[src/rtl/ep2_pkg.sv]
`default_nettype none
// ============================================================================
// Module   : ep2_pkg
// Purpose  : Shared constants, state encoding and helpers for the EP2 frame
//            decoder (old-protocol host->radio payload parser).
// Ports    : none (package)
// Revision : 1.0 - initial release
// ============================================================================
package ep2_pkg;

  // Frame layout
  localparam logic [7:0] SYNC_BYTE     = 8'h7F;
  localparam int         FRAME_BYTES   = 512;
  localparam int         SAMPLE_BYTES  = 8;
  localparam logic [8:0] CC_OFFSET     = 9'd3;   // first command byte (C0)
  localparam logic [8:0] SAMPLE_OFFSET = 9'd8;   // first sample byte

  // Last byte index of each region, used as the transition points
  localparam logic [8:0] SYNC_LAST  = CC_OFFSET - 9'd1;
  localparam logic [8:0] CC_LAST    = SAMPLE_OFFSET - 9'd1;
  localparam logic [8:0] FRAME_LAST = 9'(FRAME_BYTES - 1);
  localparam logic [2:0] GROUP_LAST = 3'(SAMPLE_BYTES - 1);

  // State encoding
  localparam logic [2:0] ST_IDLE    = 3'd0;
  localparam logic [2:0] ST_SYNC    = 3'd1;
  localparam logic [2:0] ST_CC      = 3'd2;
  localparam logic [2:0] ST_SAMPLES = 3'd3;
  localparam logic [2:0] ST_DISCARD = 3'd4;

  typedef enum logic [2:0] {
    S_IDLE    = ST_IDLE,
    S_SYNC    = ST_SYNC,
    S_CC      = ST_CC,
    S_SAMPLES = ST_SAMPLES,
    S_DISCARD = ST_DISCARD
  } state_t;

  // 16-bit increment that sticks at all-ones instead of wrapping
  function automatic logic [15:0] sat_inc16(input logic [15:0] value);
    return (value == 16'hFFFF) ? value : value + 16'd1;
  endfunction

endpackage : ep2_pkg
`default_nettype wire

[src/rtl/ep2_byte_shift.sv]
`default_nettype none
// ============================================================================
// Module   : ep2_byte_shift
// Purpose  : 64-bit big-endian byte shift register. Each enabled cycle the
//            register moves up one byte and din enters the low byte, so after
//            N shifts the last N bytes appear in arrival order, MSB first.
//            word_next is the look-ahead value (contents after this edge),
//            letting the consumer capture a completed word on the same edge
//            its final byte is shifted in.
// Ports    : clk       in   1   clock, rising edge
//            rst_n     in   1   asynchronous active-low reset
//            shift_en  in   1   shift din in this cycle
//            din       in   8   byte to shift in
//            word_next out  64  register contents after this cycle's edge
// Revision : 1.0 - initial release
// ============================================================================
module ep2_byte_shift (
  input  logic        clk,
  input  logic        rst_n,
  input  logic        shift_en,
  input  logic [7:0]  din,
  output logic [63:0] word_next
);

  logic [63:0] word_q;

  always_comb begin
    word_next = shift_en ? {word_q[55:0], din} : word_q;
  end

  always_ff @(posedge clk or negedge rst_n) begin
    if (!rst_n) begin
      word_q <= 64'd0;
    end else begin
      word_q <= word_next;
    end
  end

endmodule : ep2_byte_shift
`default_nettype wire

[src/rtl/ep2_frame_decoder.sv]
`default_nettype none
// ============================================================================
// Module   : ep2_frame_decoder
// Purpose  : Parses the 1024-byte EP2 payload (two 512-byte frames of
//            3 sync bytes, C0..C4, 63 x 8-byte L/R/I/Q groups) into command
//            words for the config bank and TX IQ/audio samples.
// Ports    : rx_clk        in   1   receive clock, rising edge
//            rst_n         in   1   asynchronous active-low reset
//            run           in   1   gates sample output only
//            data_in       in   8   payload byte
//            data_valid    in   1   byte qualifier, contiguous per payload
//            cmd_valid     out  1   strobe: new command word
//            cmd_addr      out  7   C0[7:1]
//            cmd_mox       out  1   C0[0]
//            cmd_data      out  32  {C1,C2,C3,C4}
//            sample_valid  out  1   strobe: new sample group
//            audio_l/r     out  16  signed audio
//            tx_i/tx_q     out  16  signed TX IQ
//            frame_cnt     out  16  good frames, saturating
//            sync_err_cnt  out  16  dropped frames, saturating
// Revision : 1.0 - initial release
// ============================================================================
module ep2_frame_decoder
  import ep2_pkg::*;
(
  input  logic        rx_clk,
  input  logic        rst_n,
  input  logic        run,
  input  logic [7:0]  data_in,
  input  logic        data_valid,
  output logic        cmd_valid,
  output logic [6:0]  cmd_addr,
  output logic        cmd_mox,
  output logic [31:0] cmd_data,
  output logic        sample_valid,
  output logic [15:0] audio_l,
  output logic [15:0] audio_r,
  output logic [15:0] tx_i,
  output logic [15:0] tx_q,
  output logic [15:0] frame_cnt,
  output logic [15:0] sync_err_cnt
);

  state_t      state, state_nx;
  logic [8:0]  byte_cnt, byte_cnt_nx;
  logic [2:0]  grp_byte, grp_byte_nx;   // position within current sample group
  logic        shift_en;
  logic [63:0] word_next;
  logic        cmd_done;
  logic        grp_done;
  logic        frame_done;
  logic        frame_err;
  logic [15:0] frame_cnt_q;
  logic [15:0] sync_err_cnt_q;

  ep2_byte_shift u_shift (
    .clk       (rx_clk),
    .rst_n     (rst_n),
    .shift_en  (shift_en),
    .din       (data_in),
    .word_next (word_next)
  );

  // --------------------------------------------------------------------------
  // Next-state logic. The byte that leaves IDLE is byte 0 of a frame, so its
  // sync check happens in IDLE; a frame end also returns to IDLE, which makes
  // the next contiguous byte byte 0 of the following frame and makes a gap at
  // a frame boundary harmless.
  // --------------------------------------------------------------------------
  always_comb begin
    state_nx    = state;
    byte_cnt_nx = byte_cnt;
    grp_byte_nx = grp_byte;
    shift_en    = 1'b0;
    cmd_done    = 1'b0;
    grp_done    = 1'b0;
    frame_done  = 1'b0;
    frame_err   = 1'b0;

    case (state)
      S_IDLE: begin
        if (data_valid) begin
          if (data_in == SYNC_BYTE) begin
            state_nx    = S_SYNC;
            byte_cnt_nx = 9'd1;
          end else begin
            state_nx    = S_DISCARD;
            byte_cnt_nx = 9'd0;
            frame_err   = 1'b1;
          end
        end
      end

      S_SYNC: begin
        if (!data_valid) begin
          state_nx    = S_IDLE;
          byte_cnt_nx = 9'd0;
          frame_err   = 1'b1;
        end else if (data_in != SYNC_BYTE) begin
          state_nx    = S_DISCARD;
          byte_cnt_nx = 9'd0;
          frame_err   = 1'b1;
        end else begin
          byte_cnt_nx = byte_cnt + 9'd1;
          if (byte_cnt == SYNC_LAST) begin
            state_nx = S_CC;
          end
        end
      end

      S_CC: begin
        if (!data_valid) begin
          state_nx    = S_IDLE;
          byte_cnt_nx = 9'd0;
          frame_err   = 1'b1;
        end else begin
          shift_en    = 1'b1;
          byte_cnt_nx = byte_cnt + 9'd1;
          if (byte_cnt == CC_LAST) begin
            cmd_done    = 1'b1;
            state_nx    = S_SAMPLES;
            grp_byte_nx = 3'd0;
          end
        end
      end

      S_SAMPLES: begin
        if (!data_valid) begin
          state_nx    = S_IDLE;
          byte_cnt_nx = 9'd0;
          frame_err   = 1'b1;
        end else begin
          shift_en    = 1'b1;
          grp_byte_nx = grp_byte + 3'd1;
          grp_done    = (grp_byte == GROUP_LAST);
          if (byte_cnt == FRAME_LAST) begin
            frame_done  = 1'b1;
            state_nx    = S_IDLE;
            byte_cnt_nx = 9'd0;
          end else begin
            byte_cnt_nx = byte_cnt + 9'd1;
          end
        end
      end

      S_DISCARD: begin
        if (!data_valid) begin
          state_nx    = S_IDLE;
          byte_cnt_nx = 9'd0;
        end
      end

      default: begin
        state_nx    = S_IDLE;
        byte_cnt_nx = 9'd0;
      end
    endcase
  end

  always_ff @(posedge rx_clk or negedge rst_n) begin
    if (!rst_n) begin
      state    <= S_IDLE;
      byte_cnt <= 9'd0;
      grp_byte <= 3'd0;
    end else begin
      state    <= state_nx;
      byte_cnt <= byte_cnt_nx;
      grp_byte <= grp_byte_nx;
    end
  end

  // --------------------------------------------------------------------------
  // Output registers. Captures use the shifter's look-ahead word so the data
  // is valid in the same cycle as its strobe.
  // --------------------------------------------------------------------------
  always_ff @(posedge rx_clk or negedge rst_n) begin
    if (!rst_n) begin
      cmd_valid <= 1'b0;
      cmd_addr  <= 7'd0;
      cmd_mox   <= 1'b0;
      cmd_data  <= 32'd0;
    end else begin
      cmd_valid <= cmd_done;
      if (cmd_done) begin
        cmd_addr <= word_next[39:33];
        cmd_mox  <= word_next[32];
        cmd_data <= word_next[31:0];
      end
    end
  end

  always_ff @(posedge rx_clk or negedge rst_n) begin
    if (!rst_n) begin
      sample_valid <= 1'b0;
      audio_l      <= 16'd0;
      audio_r      <= 16'd0;
      tx_i         <= 16'd0;
      tx_q         <= 16'd0;
    end else begin
      sample_valid <= grp_done & run;
      if (grp_done && run) begin
        audio_l <= word_next[63:48];
        audio_r <= word_next[47:32];
        tx_i    <= word_next[31:16];
        tx_q    <= word_next[15:0];
      end
    end
  end

  // Counters update independently of each other
  always_ff @(posedge rx_clk or negedge rst_n) begin
    if (!rst_n) begin
      frame_cnt_q    <= 16'd0;
      sync_err_cnt_q <= 16'd0;
    end else begin
      if (frame_done) begin
        frame_cnt_q <= sat_inc16(frame_cnt_q);
      end
      if (frame_err) begin
        sync_err_cnt_q <= sat_inc16(sync_err_cnt_q);
      end
    end
  end

  assign frame_cnt    = frame_cnt_q;
  assign sync_err_cnt = sync_err_cnt_q;

endmodule : ep2_frame_decoder
`default_nettype wire

[config.mk]
export PLATFORM = sky130hd
export DESIGN_NAME = ep2_frame_decoder
export DESIGN_NICKNAME = d
export VERILOG_FILES = /design/src/rtl/ep2_pkg.sv /design/src/rtl/ep2_byte_shift.sv /design/src/rtl/ep2_frame_decoder.sv
export SDC_FILE = /design/constraint.sdc
export NUM_CORES = 1
export LEC_CHECK = 0
export ABC_AREA = 1
export BUFFER_PORTS_ARGS = -buffer_cell sky130_fd_sc_hd__buf_4
export CAP_MARGIN = 25
export CORE_MARGIN = 2
export CORE_UTILIZATION = 51
export DETAILED_ROUTE_END_ITERATION = 6
export PLACE_DENSITY_LB_ADDON = 0.3
export SYNTH_ARGS = -nofsm -noshare
export SYNTH_HDL_FRONTEND = slang
export SYNTH_SLANG_ARGS = --single-unit
export TNS_END_PERCENT = 5
[constraint.sdc]
create_clock -name rx_clk -period 1.93 [get_ports rx_clk]
set_clock_uncertainty 0.2 [all_clocks]
set_input_delay 0.193 -clock rx_clk [delete_from_list [all_inputs] [get_ports rx_clk]]
set_output_delay 0.193 -clock rx_clk [all_outputs]
set_load 0.02 [all_outputs]
[Word level (Yosys, flattened, before mapping)]
Index checks and enable logic that the tools add are counted.
Word-level totals
  register bits after elaboration: 217
  logic and storage cells: 92
Operators by class
  equal/unequal tests: 20
  reduce and logical (&&, ||, !) cells: 9
  muxes and demuxes: 41
  bitwise operators: 3
  add/subtract/negate cells: 4
Operator list (number)
  two-way mux 64 bit: 1
  two-way mux 9 bit: 7
  one-hot mux 9 bit (5 select lines): 1
  two-way mux 3 bit: 13
  adder 16 x 1 -> 16 bit, second input constant: 2
  == test 16 bit, second input constant: 2
  two-way mux 1 bit: 16
  one-hot mux 3 bit (5 select lines): 1
  != test 2 bit, second input constant: 5
  adder 9 x 1 -> 9 bit, second input constant: 1
  == test 9 x 2 -> 1 bit, second input constant: 1
  == test 9 x 3 -> 1 bit, second input constant: 1
  == test 9 bit, second input constant: 1
  == test 8 x 7 -> 1 bit, second input constant: 1
  != test 8 x 7 -> 1 bit, second input constant: 1
  == test 3 x 2 -> 1 bit, second input constant: 2
  == test 3 bit, second input constant: 2
  != test 3 bit, second input constant: 2
  one-hot mux 3 bit (2 select lines): 1
  AND reduction 2 bit: 3
  AND reduction 5 bit: 1
  != test 4 bit, second input constant: 1
  AND reduction 4 bit: 1
  adder 3 x 1 -> 3 bit, second input constant: 1
  other kinds (8): 9

[Longest topological paths before layout]
  depth in word-level cells: 5
  gate-level depth with buffers: 15

[Hierarchy]
Synthesis repeated with hierarchy kept, for this count alone.
Unflattened totals
  cell total of the unflattened synthesis: 1110
  area, all modules: 9665.5 µm²
By module, submodules not included
  ep2_frame_decoder: area each 7219.4 µm², cells an instance 840, instances 1
  ep2_byte_shift: area each 2446.1 µm², cells an instance 270, instances 1

[Worst setup path after synthesis]
No wires, ideal clock.
  path kind: register to register
  start: reg byte_cnt[0]
  end: reg frame_cnt_q[3] (netlist: frame_cnt[3])
  slack: -0.097 ns
  period minus slack after synthesis: 2.027 ns
  data required time: 1.613 ns
  cell stages (with the launch flop): 16
  arrival time: 1.710 ns
  library setup time: 0.117 ns
  cells stage by stage: dfrtp_1 ha_1 nand3_1 inv_1 nand2_1 nor2_1 nand2_1 nor2_1 ha_1 inv_1 nor2_1 nand2_1 buf_4 buf_6 nand2_1 nand2_1
On the way
  word-level cells in the longest chain between the ends: 5
Ends and longest elaborated chain
  start: declaration: RTL line ep2_frame_decoder.sv:45  | logic [8:0] byte_cnt, byte_cnt_nx;
  start signal: assignment: RTL line ep2_frame_decoder.sv:167  | byte_cnt <= byte_cnt_nx;
  == test 9 bit: RTL line ep2_frame_decoder.sv:136  | if (byte_cnt == FRAME_LAST) begin
  two-way mux 1 bit: RTL line ep2_frame_decoder.sv:136
  two-way mux 1 bit: RTL line ep2_frame_decoder.sv:128  | if (!data_valid) begin
  two-way mux 1 bit: RTL line ep2_frame_decoder.sv:80  | case (state)
  AND reduction 2 bit (no line)
  end signal: assignment: RTL line ep2_frame_decoder.sv:217  | frame_cnt_q <= sat_inc16(frame_cnt_q);
  end: declaration: RTL line ep2_frame_decoder.sv:53  | logic [15:0] frame_cnt_q;
No other way between the ends.
A chain may end at the register's enable or synchronous reset.

[Worst setup path in the final report]
  start: reg byte_cnt[0]
  end: reg frame_cnt_q[0] (netlist: frame_cnt[0])
Same word-level chain as after synthesis.

==> metrics.txt <==
ratio of cells with drive above 1 in the final layout=20.7%; Adder-Cell Fraction of Synth Area=1.08%; worst hold path type=reg -> reg; Max Cap Violations=0; routed via count=7,891; largest family of logic cells by synthesized area=simple AND/OR/NAND/NOR gates; post-synthesis net count=1,111; period utilization=108%; Synth top cells by count=nand2_1 (482), dfrtp_1 (217), nor2_1 (102); post-route ant nets=0; CP max FO=6; failing checks=negative setup slack; Post-synth EDFFs=0; CTS tree=yes; total gr overflow=0; Critical Path RT=2.11 ns; 1st-iter DRT viols=523; sw frac=23.1%; clock latency on the worst-skew pair=0.51 ns; clock root cell=clkbuf_16; CP Capture Type=flip-flop; synthesized area per cell=8.49 sq um; Max-slew headroom=67.1%; Distinct cells, synth=26; part of the power in registers=46.7%; CP delay by family, top=simple AND/OR/NAND/NOR gates; minimum clock period=2.09 ns; final hold vios=0; Ant. Diodes=0; CP max-delay cell=dfrtp_1; Finished Layout Cells=1,533; Crit path largest cell delay=0.37 ns; critical path, cell by cell=ha_2 > nand3_2 > inv_2 > nand2_2 > nor2_2 > nand2_1 > nor2_1 > ha_2 > inv_2 > nor2_4 > nand2_4 > buf_6 > xnor2_2; Pwr Density=834 nW/um^2; final wirelength=22,800 um; Buffers on Ports=149; Compound-Gate Fraction of Synth Area=5.98%; final core utilization=67.0%; FP Rows=49; Filler Cell Count=1,419; largest net degree at the start of global routing=67; WS Path Type=reg -> reg; DRC violations left=0; Cells after DPL=1,478; RSZ-0062 raised after global routing=yes; register area share after synthesis=58.6%; fin worst setup slack=-0.164 ns; clock network fraction of design power=45.6%; initial antenna violation count=0; placer congestion estimate=0.866; post-synthesis register bit count=217; simple-gate share of the synthesized area=27.5%; P_sw=2.31 mW; fmax=0.478 GHz; Starting Density=51.8%; largest area contributor in the synthesized netlist=dfrtp_1; combinational share of power=7.7%; synthesis-to-layout area growth=29.4%; outcome=finished, violations left; Pins Over Slew Limit=0; most frequent cell after synthesis=nand2_1; Pwr Total=10.0 mW; Via density=5.15; mux contribution to synthesized area=0%; Longest Clk Path Bufs=3; post-synthesis cell count=1,091; Post-Synth XOR/XNOR Area=1.80%; Data arrival, critical path=2.27 ns; Final nets=1,308; Primary FF master, synth=dfrtp_1; # clock sinks=217; Setup WS pre-CTS=-0.283 ns; first-pass GRT wire length=37,200 um; Detail Placement HPWL=15,700 um; width of the die=139 um; YS warnings=0; Num CTS Buffers=23; Core Region=17,900 sq um; H-tree depth=1; setup TNS=-2.85 ns; VDD IR max=0.682 mV; Async SR Flop Fraction=100%; crit path buf inv count=3; critical path launch point type=flip-flop; Final setup viols=27; I/O Pins=150; Lkg Pwr=6.48 nW; share of the synthesized area in the top cell type=58.6%; vias in the first global route=7,530; P_int=7.69 mW; Die Ht=139 um; WL per Instance=14.9 um; die footprint=19,300 sq um; multi-input logic area=3470 sq um; DRT Pass-1 Iters=5; Total Routing Usage GR=23.4%; clock-pin slew on the worst setup and hold paths=0.06 ns; area of the mapped netlist=9270 sq um; Slew @ Worst Pin=0.490 ns; Storage cell area=5430 sq um; top post-synthesis cells by area=dfrtp_1 (59%), nand2_1 (20%), nor2_1 (4.1%), a31oi_1 (3.4%), inv_1 (2.2%)
## state kept, by name (all words and copies together), names as in the netlist
| name | count |
|---|---|
| cmd_valid | 1 |
| sample_valid | 1 |
| cmd_mox | 1 |
| cmd_addr | 7 |
| state | 3 |
| u_shift.word_q | 64 |
| cmd_data | 32 |
| frame_cnt | 16 |
| tx_q | 16 |
| sync_err_cnt | 16 |
| tx_i | 16 |
| grp_byte | 3 |
| byte_cnt | 9 |
| audio_l | 16 |
| audio_r | 16 |
## layout by cell type (no fill, tap or decap), types with 12 or more instances in the layout
master / instances
a31oi_1: 51
nand2_1: 476
dlygate4sd3_1: 12
a21oi_1: 22
nand3_1: 34
o21ai_0: 22
clkbuf_16: 23
nor2_1: 98
inv_1: 52
buf_4: 187
dfrtp_1: 217
## metal layers
layer  up-vias  global-route usage (%)  share of wire [%]
li1       3866                       -                  -
met3        41                    4.73                6.1
met2       235                    39.0                 49
met5         -                       0                  0
met4         0                    5.74                2.1
met1      3749                    32.0                 43
## timing repair
action,CTS,global route
endpoints found under the setup margin,69,129
cloned,1,0
pin swaps,10,2
endpoints found under the hold margin,246,0
resized for setup,33,6
setup buffers,1,0
hold buffers,12,0
## cells by family (layout without fill, tap and decap cells)
| group | count (synthesis) | in the layout |
|---|---|---|
| compound gates | 98 | 98 |
| xor+xnor | 19 | 19 |
| flops | 217 | 217 |
| simple gates | 647 | 647 |
| fa+ha+maj | 8 | 8 |
| buf+inv | 102 | 315 |
## cell type report
type / instances / share of cell area, %
clock buffers: 33 / 5.53
clock inverters: 8 / 1.02
inverters: 59 / 1.91
multi-input cells: 772 / 28.9
flip-flops and latches: 217 / 45.3
well taps: 229 / 2.39
repair buffers: 215 / 14.9
## power by group through the flow
stage | Combinational, mW | Sequential (mW) | Clock, mW
3_5_place_dp | 0.726 | 4.75 | 0
5_1_grt | 0.862 | 4.68 | 4.81
3_3_place_gp | 0.715 | 4.75 | 0
6_report | 0.769 | 4.67 | 4.56
4_1_cts | 0.769 | 4.68 | 4.63
2_1_floorplan | 0.298 | 4.82 | 0
## final timing paths
path | startpoint | endpoint | slack, ns | cells past startpoint
max in group asynchronous | rst_n | sync_err_cnt[10]$_DFFE_PN0P_ | 0.32 | 4
max | byte_cnt[0]$_DFFE_PN0P_ | frame_cnt[0]$_DFFE_PN0P_ | -0.16 | 13
min in group asynchronous | rst_n | cmd_data[10]$_DFFE_PN0P_ | 0.51 | 3
max reg2reg | byte_cnt[0]$_DFFE_PN0P_ | frame_cnt[0]$_DFFE_PN0P_ | -0.16 | 13
min reg2reg | u_shift.word_q[59]$_DFF_PN0_ | u_shift.word_q[59]$_DFF_PN0_ | 0.28 | 2
min | u_shift.word_q[59]$_DFF_PN0_ | u_shift.word_q[59]$_DFF_PN0_ | 0.28 | 2
## metrics by stage
step | area, sq um | hold slack, ns
after CTS | 12000 | 0.266
after detailed placement | 10900 | -0.0672
after global placement | 10900 | -0.0708
after global routing | 12000 | 0.295
after floorplan | 9270 | -0.303
final | 12000 | 0.276
## worst min-delay path, cell delays in order, from the launching register on
cell	delay (ns)
dfrtp_1	0.32
nand2_1	0.06
nand2_1	0.06
(Power assumes the default switching activity.)
